==> config.mk <==
export PLATFORM = sky130hd
export DESIGN_NAME = lms_coef_update_flat
export DESIGN_NICKNAME = d
export VERILOG_FILES = /design/src/rtl/lms_coef_update_if.sv /design/src/rtl/lms_coef_update.sv /design/src/flat_wrapper.sv
export SDC_FILE = /design/constraint.sdc
export NUM_CORES = 1
export LEC_CHECK = 0
export CORE_MARGIN = 2
export CORE_UTILIZATION = 45
export CTS_CLUSTER_DIAMETER = 80
export DETAILED_ROUTE_END_ITERATION = 16
export PLACE_DENSITY = 0.7
export SLEW_MARGIN = 0
export SYNTH_ARGS = -nofsm -noshare
export SYNTH_HDL_FRONTEND = slang
export SYNTH_SLANG_ARGS = --single-unit
export TNS_END_PERCENT = 50
==> constraint.sdc <==
create_clock -name clk -period 7.9 [get_ports clk]
set_clock_uncertainty 0.15 [all_clocks]
set_input_delay 1.58 -clock clk [delete_from_list [all_inputs] [get_ports clk]]
set_output_delay 1.58 -clock clk [all_outputs]
set_load 0.005 [all_outputs]
==> src/rtl/lms_coef_update_if.sv <==
// ---------------------------------------------------------------------------
// lms_coef_update_if
//   Bundles the sample/error handshakes and the tap/coefficient/status outputs
//   of the LMS coefficient-update engine.
//
//   master : the side that feeds samples and errors (filter wrapper / bench)
//   slave  : the update engine itself
//
//   x_in, sample_valid, sample_ready : sample handshake into the delay line
//   err, err_valid, err_ready        : error handshake that starts an update
//   coef_clr                         : synchronous clear of h0..h3 (aborts)
//   x0..x3                           : tap contents, x0 newest
//   h0..h3                           : coefficients
//   busy, upd_done, sat_flag         : update status
// ---------------------------------------------------------------------------
interface lms_coef_update_if #(
  parameter int DATA_W = 8,
  parameter int COEF_W = 8,
  parameter int ERR_W  = 10
);
  logic signed [DATA_W-1:0] x_in;
  logic                     sample_valid;
  logic                     sample_ready;
  logic signed [ERR_W-1:0]  err;
  logic                     err_valid;
  logic                     err_ready;
  logic                     coef_clr;
  logic signed [DATA_W-1:0] x0;
  logic signed [DATA_W-1:0] x1;
  logic signed [DATA_W-1:0] x2;
  logic signed [DATA_W-1:0] x3;
  logic signed [COEF_W-1:0] h0;
  logic signed [COEF_W-1:0] h1;
  logic signed [COEF_W-1:0] h2;
  logic signed [COEF_W-1:0] h3;
  logic                     busy;
  logic                     upd_done;
  logic                     sat_flag;

  modport master (
    output x_in, sample_valid, err, err_valid, coef_clr,
    input  sample_ready, err_ready, x0, x1, x2, x3, h0, h1, h2, h3,
           busy, upd_done, sat_flag
  );

  modport slave (
    input  x_in, sample_valid, err, err_valid, coef_clr,
    output sample_ready, err_ready, x0, x1, x2, x3, h0, h1, h2, h3,
           busy, upd_done, sat_flag
  );
endinterface

==> src/rtl/lms_coef_update.sv <==
// ---------------------------------------------------------------------------
// lms_coef_update
//   LMS weight-update engine and 4-tap delay line for the DA FIR.
//   The delay line shifts in a new sample on each accepted sample handshake.
//   On each accepted error the engine walks the four taps, one per cycle:
//     h_k <= sat(h_k + ((err * x_k) >>> MU_SHIFT))
//   The taps are frozen while the engine is busy, so every tap of one update
//   sees the sample set present when the error was accepted.
//
//   Ports
//     clk  : clock, rising edge
//     rst  : asynchronous reset, active high
//     bus  : lms_coef_update_if.slave (handshakes, taps, coefficients, status)
// ---------------------------------------------------------------------------
module lms_coef_update #(
  parameter int DATA_W   = 8,
  parameter int COEF_W   = 8,
  parameter int ERR_W    = 10,
  parameter int MU_SHIFT = 10
) (
  input  logic              clk,
  input  logic              rst,
  lms_coef_update_if.slave  bus
);

  localparam int PROD_W = ERR_W + DATA_W;
  localparam int SUM_W  = PROD_W + 1;

  localparam logic signed [SUM_W-1:0] C_MAX = SUM_W'((2 ** (COEF_W - 1)) - 1);
  localparam logic signed [SUM_W-1:0] C_MIN = ~C_MAX;

  typedef enum logic [1:0] {
    IDLE = 2'd0,
    UPD  = 2'd1,
    DONE = 2'd2
  } state_t;

  // Clip a wide sum into the coefficient range.
  function automatic logic signed [COEF_W-1:0] sat_coef(input logic signed [SUM_W-1:0] s);
    if (s > C_MAX)      sat_coef = C_MAX[COEF_W-1:0];
    else if (s < C_MIN) sat_coef = C_MIN[COEF_W-1:0];
    else                sat_coef = s[COEF_W-1:0];
  endfunction

  function automatic logic is_clipped(input logic signed [SUM_W-1:0] s);
    is_clipped = (s > C_MAX) || (s < C_MIN);
  endfunction

  state_t                    state;
  logic [1:0]                k;
  logic signed [ERR_W-1:0]   err_r;
  logic                      sat_any;
  logic                      busy_r;
  logic                      upd_done_r;
  logic                      sat_flag_r;
  logic signed [DATA_W-1:0]  tap  [4];
  logic signed [COEF_W-1:0]  coef [4];

  logic                      sample_fire;
  logic signed [DATA_W-1:0]  x_sel;
  logic signed [PROD_W-1:0]  prod;
  logic signed [PROD_W-1:0]  delta;
  logic signed [SUM_W-1:0]   sum;
  logic signed [COEF_W-1:0]  h_new;
  logic                      clip;

  // Handshakes: an error offered in IDLE wins over a sample in the same cycle.
  assign bus.err_ready    = (state == IDLE);
  assign bus.sample_ready = (state == IDLE) && !bus.err_valid;
  assign sample_fire      = bus.sample_valid && bus.sample_ready;

  // Tap arithmetic for the tap currently addressed by k. The >>> on a signed
  // product floors toward -inf, so small negative products give -1, not 0.
  always_comb begin
    x_sel = tap[k];
    prod  = PROD_W'(err_r) * PROD_W'(x_sel);
    delta = prod >>> MU_SHIFT;
    sum   = SUM_W'(coef[k]) + SUM_W'(delta);
    h_new = sat_coef(sum);
    clip  = is_clipped(sum);
  end

  // Delay line: only moves on an accepted sample, which implies IDLE.
  always_ff @(posedge clk or posedge rst) begin
    if (rst) begin
      for (int i = 0; i < 4; i++) tap[i] <= '0;
    end else if (sample_fire) begin
      tap[3] <= tap[2];
      tap[2] <= tap[1];
      tap[1] <= tap[0];
      tap[0] <= bus.x_in;
    end
  end

  // Update FSM. coef_clr overrides everything: clears h and drops back to
  // IDLE without a completion pulse, discarding any partial update.
  always_ff @(posedge clk or posedge rst) begin
    if (rst) begin
      state      <= IDLE;
      k          <= '0;
      err_r      <= '0;
      sat_any    <= 1'b0;
      busy_r     <= 1'b0;
      upd_done_r <= 1'b0;
      sat_flag_r <= 1'b0;
      for (int i = 0; i < 4; i++) coef[i] <= '0;
    end else begin
      upd_done_r <= 1'b0;
      sat_flag_r <= 1'b0;
      if (bus.coef_clr) begin
        for (int i = 0; i < 4; i++) coef[i] <= '0;
        state  <= IDLE;
        busy_r <= 1'b0;
      end else begin
        case (state)
          IDLE: begin
            if (bus.err_valid) begin
              err_r   <= bus.err;
              k       <= '0;
              sat_any <= 1'b0;
              busy_r  <= 1'b1;
              state   <= UPD;
            end
          end
          UPD: begin
            coef[k] <= h_new;
            if (clip) sat_any <= 1'b1;
            k <= k + 2'd1;
            if (k == 2'd3) begin
              state      <= DONE;
              upd_done_r <= 1'b1;
              sat_flag_r <= sat_any | clip;
            end
          end
          DONE: begin
            state  <= IDLE;
            busy_r <= 1'b0;
          end
          default: begin
            state  <= IDLE;
            busy_r <= 1'b0;
          end
        endcase
      end
    end
  end

  assign bus.x0       = tap[0];
  assign bus.x1       = tap[1];
  assign bus.x2       = tap[2];
  assign bus.x3       = tap[3];
  assign bus.h0       = coef[0];
  assign bus.h1       = coef[1];
  assign bus.h2       = coef[2];
  assign bus.h3       = coef[3];
  assign bus.busy     = busy_r;
  assign bus.upd_done = upd_done_r;
  assign bus.sat_flag = sat_flag_r;

endmodule

==> src/flat_wrapper.sv <==
// flat-port wrapper written by rule: the top's interface ports become plain ports
module lms_coef_update_flat 
#(
  parameter int DATA_W   = 8,
  parameter int COEF_W   = 8,
  parameter int ERR_W    = 10,
  parameter int MU_SHIFT = 10
)
  (clk, rst, bus_x_in, bus_sample_valid, bus_err, bus_err_valid, bus_coef_clr, bus_sample_ready, bus_err_ready, bus_x0, bus_x1, bus_x2, bus_x3, bus_h0, bus_h1, bus_h2, bus_h3, bus_busy, bus_upd_done, bus_sat_flag);
  lms_coef_update_if #(.DATA_W(DATA_W), .COEF_W(COEF_W), .ERR_W(ERR_W)) bus_i ();
  input  logic clk;
  input  logic rst;
  input wire logic [$bits(bus_i.x_in)-1:0] bus_x_in;
  input wire logic [$bits(bus_i.sample_valid)-1:0] bus_sample_valid;
  input wire logic [$bits(bus_i.err)-1:0] bus_err;
  input wire logic [$bits(bus_i.err_valid)-1:0] bus_err_valid;
  input wire logic [$bits(bus_i.coef_clr)-1:0] bus_coef_clr;
  output wire logic [$bits(bus_i.sample_ready)-1:0] bus_sample_ready;
  output wire logic [$bits(bus_i.err_ready)-1:0] bus_err_ready;
  output wire logic [$bits(bus_i.x0)-1:0] bus_x0;
  output wire logic [$bits(bus_i.x1)-1:0] bus_x1;
  output wire logic [$bits(bus_i.x2)-1:0] bus_x2;
  output wire logic [$bits(bus_i.x3)-1:0] bus_x3;
  output wire logic [$bits(bus_i.h0)-1:0] bus_h0;
  output wire logic [$bits(bus_i.h1)-1:0] bus_h1;
  output wire logic [$bits(bus_i.h2)-1:0] bus_h2;
  output wire logic [$bits(bus_i.h3)-1:0] bus_h3;
  output wire logic [$bits(bus_i.busy)-1:0] bus_busy;
  output wire logic [$bits(bus_i.upd_done)-1:0] bus_upd_done;
  output wire logic [$bits(bus_i.sat_flag)-1:0] bus_sat_flag;
  assign bus_i.x_in = bus_x_in;
  assign bus_i.sample_valid = bus_sample_valid;
  assign bus_i.err = bus_err;
  assign bus_i.err_valid = bus_err_valid;
  assign bus_i.coef_clr = bus_coef_clr;
  assign bus_sample_ready = bus_i.sample_ready;
  assign bus_err_ready = bus_i.err_ready;
  assign bus_x0 = bus_i.x0;
  assign bus_x1 = bus_i.x1;
  assign bus_x2 = bus_i.x2;
  assign bus_x3 = bus_i.x3;
  assign bus_h0 = bus_i.h0;
  assign bus_h1 = bus_i.h1;
  assign bus_h2 = bus_i.h2;
  assign bus_h3 = bus_i.h3;
  assign bus_busy = bus_i.busy;
  assign bus_upd_done = bus_i.upd_done;
  assign bus_sat_flag = bus_i.sat_flag;
  lms_coef_update #(.DATA_W(DATA_W), .COEF_W(COEF_W), .ERR_W(ERR_W), .MU_SHIFT(MU_SHIFT)) u_core (.clk(clk), .rst(rst), .bus(bus_i));
endmodule
Word-level counts from Yosys, hierarchy flattened

Cells that the tools add are included.

Add/sub/neg operators: 2
Multipliers: 1
Magnitude comparators: 4
Equal/unequal tests: 7
Mux-type cells: 31
Bitwise operators: 3
Reductions and logical operators: 13

Operators by type and width:

| kind                                                  | number |
|---|---|
| two-way mux 32 bit                                    | 2 |
| two-way mux 8 bit                                     | 7 |
| binary-select mux 8 bit (select 2 bit)                | 2 |
| bitwise mux 32 bit                                    | 1 |
| > comparator 19 x 8 -> 1 bit, second input constant   | 1 |
| < comparator 19 x 8 -> 1 bit, second input constant   | 1 |
| multiplier 10 x 8 -> 18 bit                           | 1 |
| demux 8 bit (select 2 bit)                            | 1 |
| two-way mux 1 bit                                     | 10 |
| adder 8 x 8 -> 9 bit                                  | 1 |
| two-way mux 2 bit                                     | 4 |
| one-hot mux 2 bit (2 select lines)                    | 2 |
| AND reduction 3 bit                                   | 2 |
| inequality test 2 bit, second input constant          | 2 |
| one-hot mux 1 bit (2 select lines)                    | 2 |
| AND reduction 2 bit                                   | 2 |
| AND reduction 4 bit                                   | 1 |
| nonzero test 2 bit                                    | 2 |
| >= comparator 3 bit, second input constant            | 1 |
| logical AND 1 bit                                     | 3 |
| < comparator 3 x 1 -> 1 bit, second input constant    | 1 |
| inequality test 3 x 2 -> 1 bit, second input constant | 1 |
| inequality test 3 bit, second input constant          | 1 |
| inverter 2 -> 3 bit                                   | 1 |
| other kinds (9)                                       | 9 |

Register bits after elaboration: 82
Output and inout port bits: 69

Depth between registers and ports, before layout

Gate-level depths: netlist of the first run.

Depth after elaboration: 12
Gate-level depth with buffers: 29

Worst setup path after synthesis of the first run

Ideal clock, no wire load.

Path type: reg2reg
Start: register u_core.k[0]
End: register u_core.coef, in the netlist u_core.bus.h0[6]
Setup time: 135 ps
Data arrival time: 6951 ps
Path slack: 664 ps
Stages on the path, launching flop included: 28
Buffers on the path: 2
Clock period less this slack: 7236 ps
Path through: dfrtp_1 -> clkbuf_1 -> mux2_2 -> o21ai_0 -> clkbuf_1 -> or2_2 -> fa_1 -> fa_1 -> inv_1 -> fa_1 -> inv_1 -> fa_1 -> inv_1 -> ha_1 -> and2_1 -> a221oi_1 -> nand2_1 -> a21o_1 -> a21oi_1 -> xnor2_1 -> ha_1 -> fa_1 -> a32oi_1 -> a21oi_1 -> nor4b_4 -> nor2_2 -> a21oi_2 -> o31ai_1

Longest elaborated chain between the ends: 12
Elaborated cells on any way between the ends: 21
Those cells by class: add/sub (1); mul (1); order compare (4); mux (13); bitwise (1); reduce/logical (1)

RTL lines:

| what                                                  | line                                                                 | text |
|---|---|---|
| start, declared                                       | lms_coef_update.sv:50                                                | `logic [1:0] k;` |
| start signal, assigned                                | lms_coef_update.sv:128                                               | `k <= k + 2'd1;` |
| inverter 2 -> 3 bit (not written as such) *           | lms_coef_update.sv:75, lms_coef_update.sv:78, lms_coef_update.sv:126 |  |
| binary-select mux 8 bit (select 2 bit)                | lms_coef_update.sv:75                                                | `x_sel = tap[k];` |
| two-way mux 8 bit (not written as such) (2 in series) | lms_coef_update.sv:75                                                |  |
| multiplier 10 x 8 -> 18 bit                           | lms_coef_update.sv:76                                                | `prod = PROD_W'(err_r) * PROD_W'(x_sel);` |
| adder 8 x 8 -> 9 bit                                  | lms_coef_update.sv:78                                                | `sum = SUM_W'(coef[k]) + SUM_W'(delta);` |
| < comparator 19 x 8 -> 1 bit                          | lms_coef_update.sv:41                                                | `else if (s < C_MIN) sat_coef = C_MIN[COEF_W-1:0];` |
| two-way mux 8 bit                                     | lms_coef_update.sv:41                                                |  |
| two-way mux 8 bit                                     | lms_coef_update.sv:40                                                | `if (s > C_MAX) sat_coef = C_MAX[COEF_W-1:0];` |
| bitwise mux 32 bit *                                  | lms_coef_update.sv:126                                               | `coef[k] <= h_new;` |
| two-way mux 32 bit *                                  | lms_coef_update.sv:115                                               | `case (state)` |
| two-way mux 32 bit *                                  | lms_coef_update.sv:110                                               | `if (bus.coef_clr) begin` |
| end signal, assigned by index                         | lms_coef_update.sv:126                                               |  |
| end, declared                                         | lms_coef_update.sv:57                                                | `logic signed [COEF_W-1:0] coef [4];` |

Every way passes the cells marked *; elsewhere a longest branch is shown, timed or not. The select of a mux whose other input is x is not followed.
A chain may end at the register's enable or synchronous reset.

Worst setup path in the final report of the first run

Start: register u_core.k[0]
End: register u_core.coef, in the netlist u_core.bus.h1[6]

Same word-level chain as after synthesis.

==> flow_metrics.py, run 1 <==
metrics = {
    "place": {
        "numPortBuffers": 91,
        "dp_hpwl_mm": 12.6,
        "post-place-ws_ns": 0.353,
        "place_congestion": 0.854,
    },
    "die": {
        "die_h_um": 127,
        "fp.coreArea_um2": 14600,
        "die_x_um": 127,
        "rows": 44,
        "dieArea_um2": 16100,
        "io_pins": 92,
        "start_util_pct": 46.4,
    },
    "timing": {
        "finalCritPeriodShare_pct": 95.1,
        "finalSetupViolCount": 0,
        "setup_ws_ns": 0.385,
        "min_period_ns": 7.51,
        "timing.final.hold_violations": 0,
        "grt_setup_unrepaired": "no",
        "slew_headroom_pct": 31.0,
        "worstMarginPinSlew_ns": 1.03,
        "maxSlewViolCount": 0,
        "fin_tns_setup_ns": 0,
        "clock.fmax_ghz": 0.133,
    },
    "setup_path": {
        "cp.required_ns": 7.94,
        "path_cells": "mux2_2 > o21ai_0 > buf_4 > nor2_1 > fa_1 > fa_1 > fa_1 > inv_1 > fa_1 > inv_1 > ha_1 > a21o_1 > nand2b_1 > a21o_1 > nand3_1 > o31ai_1 > xor2_1 > ha_1 > a21o_1 > or3b_4 > nor4b_4 > nor2_2 > a21oi_2 > o31ai_1",
        "endpoint_kind": "flip-flop",
        "reg2reg_slack_ns": 0.39,
        "start_kind": "flip-flop",
        "r2r_start": "u_core.k[0]$_DFFE_PP0P_",
        "startpoint": "u_core.k[0]$_DFFE_PP0P_",
        "crit_top_cell": "fa_1",
        "worstSetupPathType": "reg -> reg",
        "critPathTopFamily": "adder cells",
        "cpPeakStageDelay_ns": 0.54,
        "cp_max_fo": 10,
        "cp_slowest_cell": "fa_1",
        "timing.critical_path.buf_inv": 3,
        "crit_arrival_ns": 7.56,
    },
    "routing": {
        "dr.pass1.iters": 5,
        "antenna_left": 0,
        "wl_mm": 16.3,
        "dr.first_iter.drc_count": 301,
        "num_vias": 5030,
        "drc_errors": 0,
        "routed_via_density": 5.58,
        "wl_per_cell_um": 18.1,
    },
    "grt": {
        "grtUsageTotal_pct": 21.0,
        "grt_max_degree": 83,
        "grt_pass1_wl_mm": 26.7,
        "grt_pass1_vias": 5354,
        "overflow": 0,
        "antenna_found_initial": 0,
    },
    "yosys": {
        "synthCells": 619,
        "synth.avg_cell_area_um2": 11.0,
        "syn_nets": 752,
        "yosysWarnings": 0,
        "async_reset_ff_share_pct": 100,
        "synth-edff-count": 0,
        "synth_flop_cell": "dfrtp_1",
        "synth_top_area_cell": "dfrtp_1",
        "synth-seq-cells": 82,
        "synth_top_area_share_pct": 30.2,
        "yosysUniqueCellTypes": 53,
        "synth_seq_area_share_pct": 30.2,
        "synth_area_um2": 6800,
        "synth_area_leaders": "dfrtp_1 (30%), fa_1 (19%), ha_1 (8.1%)",
        "yosysMostFrequentCell": "inv_1",
        "synth_commonest_cells": "inv_1 (100), dfrtp_1 (82), fa_1 (66)",
    },
    "cts": {
        "cts_buffers": 9,
        "postCtsHoldBufs": 0,
        "cts_max_path_buffers": 2,
        "htree_num_levels": 3,
        "cts_sinks": 82,
        "clock-root-buffer": "clkbuf_16",
        "cts_tree": "built",
        "clkSlewWorstSetupHoldPaths_ns": 0.06,
        "clk_latency_ns": 0.34,
    },
    "final_layout": {
        "fin_nets": 846,
        "antennaDiodeCount": 0,
        "syn2layout_area_growth_pct": 21.4,
        "drive_gt1_share_pct": 13.2,
        "final_util_pct": 56.4,
    },
    "status": {
        "status": "finished, final reports clean",
    },
    "worst_hold_path": {
        "min_from": "u_core.sat_any$_DFFE_PP0P_",
        "hold_class": "reg -> reg",
    },
    "flow_run": {
        "max_cap_viol_count": 0,
    },
}
final timing paths:
path                            cells past startpoint                             to
worst min register to register                      1  u_core.bus.sat_flag$_DFF_PP0_
worst max-delay path                               24   u_core.bus.h1[6]$_DFFE_PP0P_
worst min-delay path                                1  u_core.bus.sat_flag$_DFF_PP0_
max in group asynchronous                           3        u_core.k[1]$_DFFE_PP0P_
worst max register to register                     24   u_core.bus.h1[6]$_DFFE_PP0P_
min in group asynchronous                           3   u_core.bus.x1[7]$_DFFE_PP0P_
worst register-to-register path, stage by stage, from the launching register on:
cell,delay [ns]
dfrtp_2,0.50
mux2_2,0.36
o21ai_0,0.35
buf_4,0.26
nor2_1,0.08
fa_1,0.53
fa_1,0.53
fa_1,0.54
inv_1,0.05
fa_1,0.53
inv_1,0.05
ha_1,0.33
a21o_1,0.16
nand2b_1,0.10
a21o_1,0.15
nand3_1,0.21
o31ai_1,0.36
xor2_1,0.23
ha_1,0.31
a21o_1,0.24
or3b_4,0.43
nor4b_4,0.37
nor2_2,0.16
a21oi_2,0.26
o31ai_1,0.11
per-layer routing:
layer / global-route usage [%] / wire length (µm) / up-vias
li1: - / - / 2282
met1: 28.9 / 7080 / 2568
met2: 34.9 / 8130 / 160
met3: 3.46 / 844 / 20
met4: 5.82 / 221 / 0
met5: 0 / 0 / -
stage by stage:
stage | cell area, µm² | instances | hold WS [ns]
floorplan | 6800 | 619 | 0.314
global placement | 7920 | 884 | 0.342
detailed placement | 7920 | 884 | 0.336
CTS | 8240 | 899 | 0.363
global route | 8250 | 901 | 0.396
finish | 8250 | 901 | 0.367
cells in the final DEF (no fill, tap or decap), types with 2 or more instances in the layout:
master	instances
a21o_1	6
nand3_1	2
and3_1	3
a21oi_1	11
o21ai_0	15
xor2_1	4
clkdlybuf4s50_1	91
dfrtp_2	2
buf_4	7
or2_2	3
o211ai_1	2
o31ai_1	5
a32o_1	16
a221oi_1	2
o21a_1	2
xnor2_1	13
nand2b_1	5
mux4_2	15
nor2_1	23
mux2_2	43
a31oi_1	6
nand2_1	41
inv_1	99
nor4_2	3
dfrtp_1	80
bufinv_16	2
ha_1	44
a22o_1	5
a211oi_1	6
fa_1	66
nor3_1	9
clkbuf_16	9
mux2i_1	2
o21ai_1	3
and2_1	47
state kept, by name (all words and copies together), names as in the netlist:
register,cells
u_core.err_r,10
u_core.bus.h0,8
u_core.bus.h1,8
u_core.bus.h2,8
u_core.bus.h3,8
u_core.bus.x0,8
u_core.bus.x1,8
u_core.bus.x2,8
u_core.bus.x3,8
u_core.k,2
u_core.state,2
u_core.bus.busy,1
u_core.bus.sat_flag,1
u_core.bus.upd_done,1
u_core.sat_any,1
final cells by class:
class | count | area, µm²
Sequential cell | 82 | 2050
Tap cell | 184 | 230
Clock inverter | 4 | 76.3
Fill cell | 1253 | 6390
Clock buffer | 11 | 243
Timing Repair Buffer | 98 | 963
Inverter | 101 | 380
Multi-Input combinational cell | 421 | 4310
timing repair:
item	in CTS	in global routing
setup endpoints to repair	0	30
resized for setup	0	2
setup buffers	0	2
logic make-up (layout without fill, tap and decap cells):
family	Yosys count	in the layout	share of synthesized area [%]
AOI/OAI and AO/OA	88	88	9.49
and+or+nand+nor	145	145	11.6
DFF	82	82	30.2
muxes	61	61	12.5
xor gates and xnor gates	17	17	2.19
adders and majority gates	110	110	27.5
buffers and inverters	116	214	6.51
Power of run 1 is not shown: default switching activity piles up to over one toggle a cycle in this logic, so the estimate is an artifact.
==> run 2: changes to the inputs <==
- HOLD_SLACK_MARGIN: default -> 0.12
==> results of run 2 <==
No change in the layout: final DEF, timing and power equal those of run 1.
Power of run 2 is left out for the same reason.
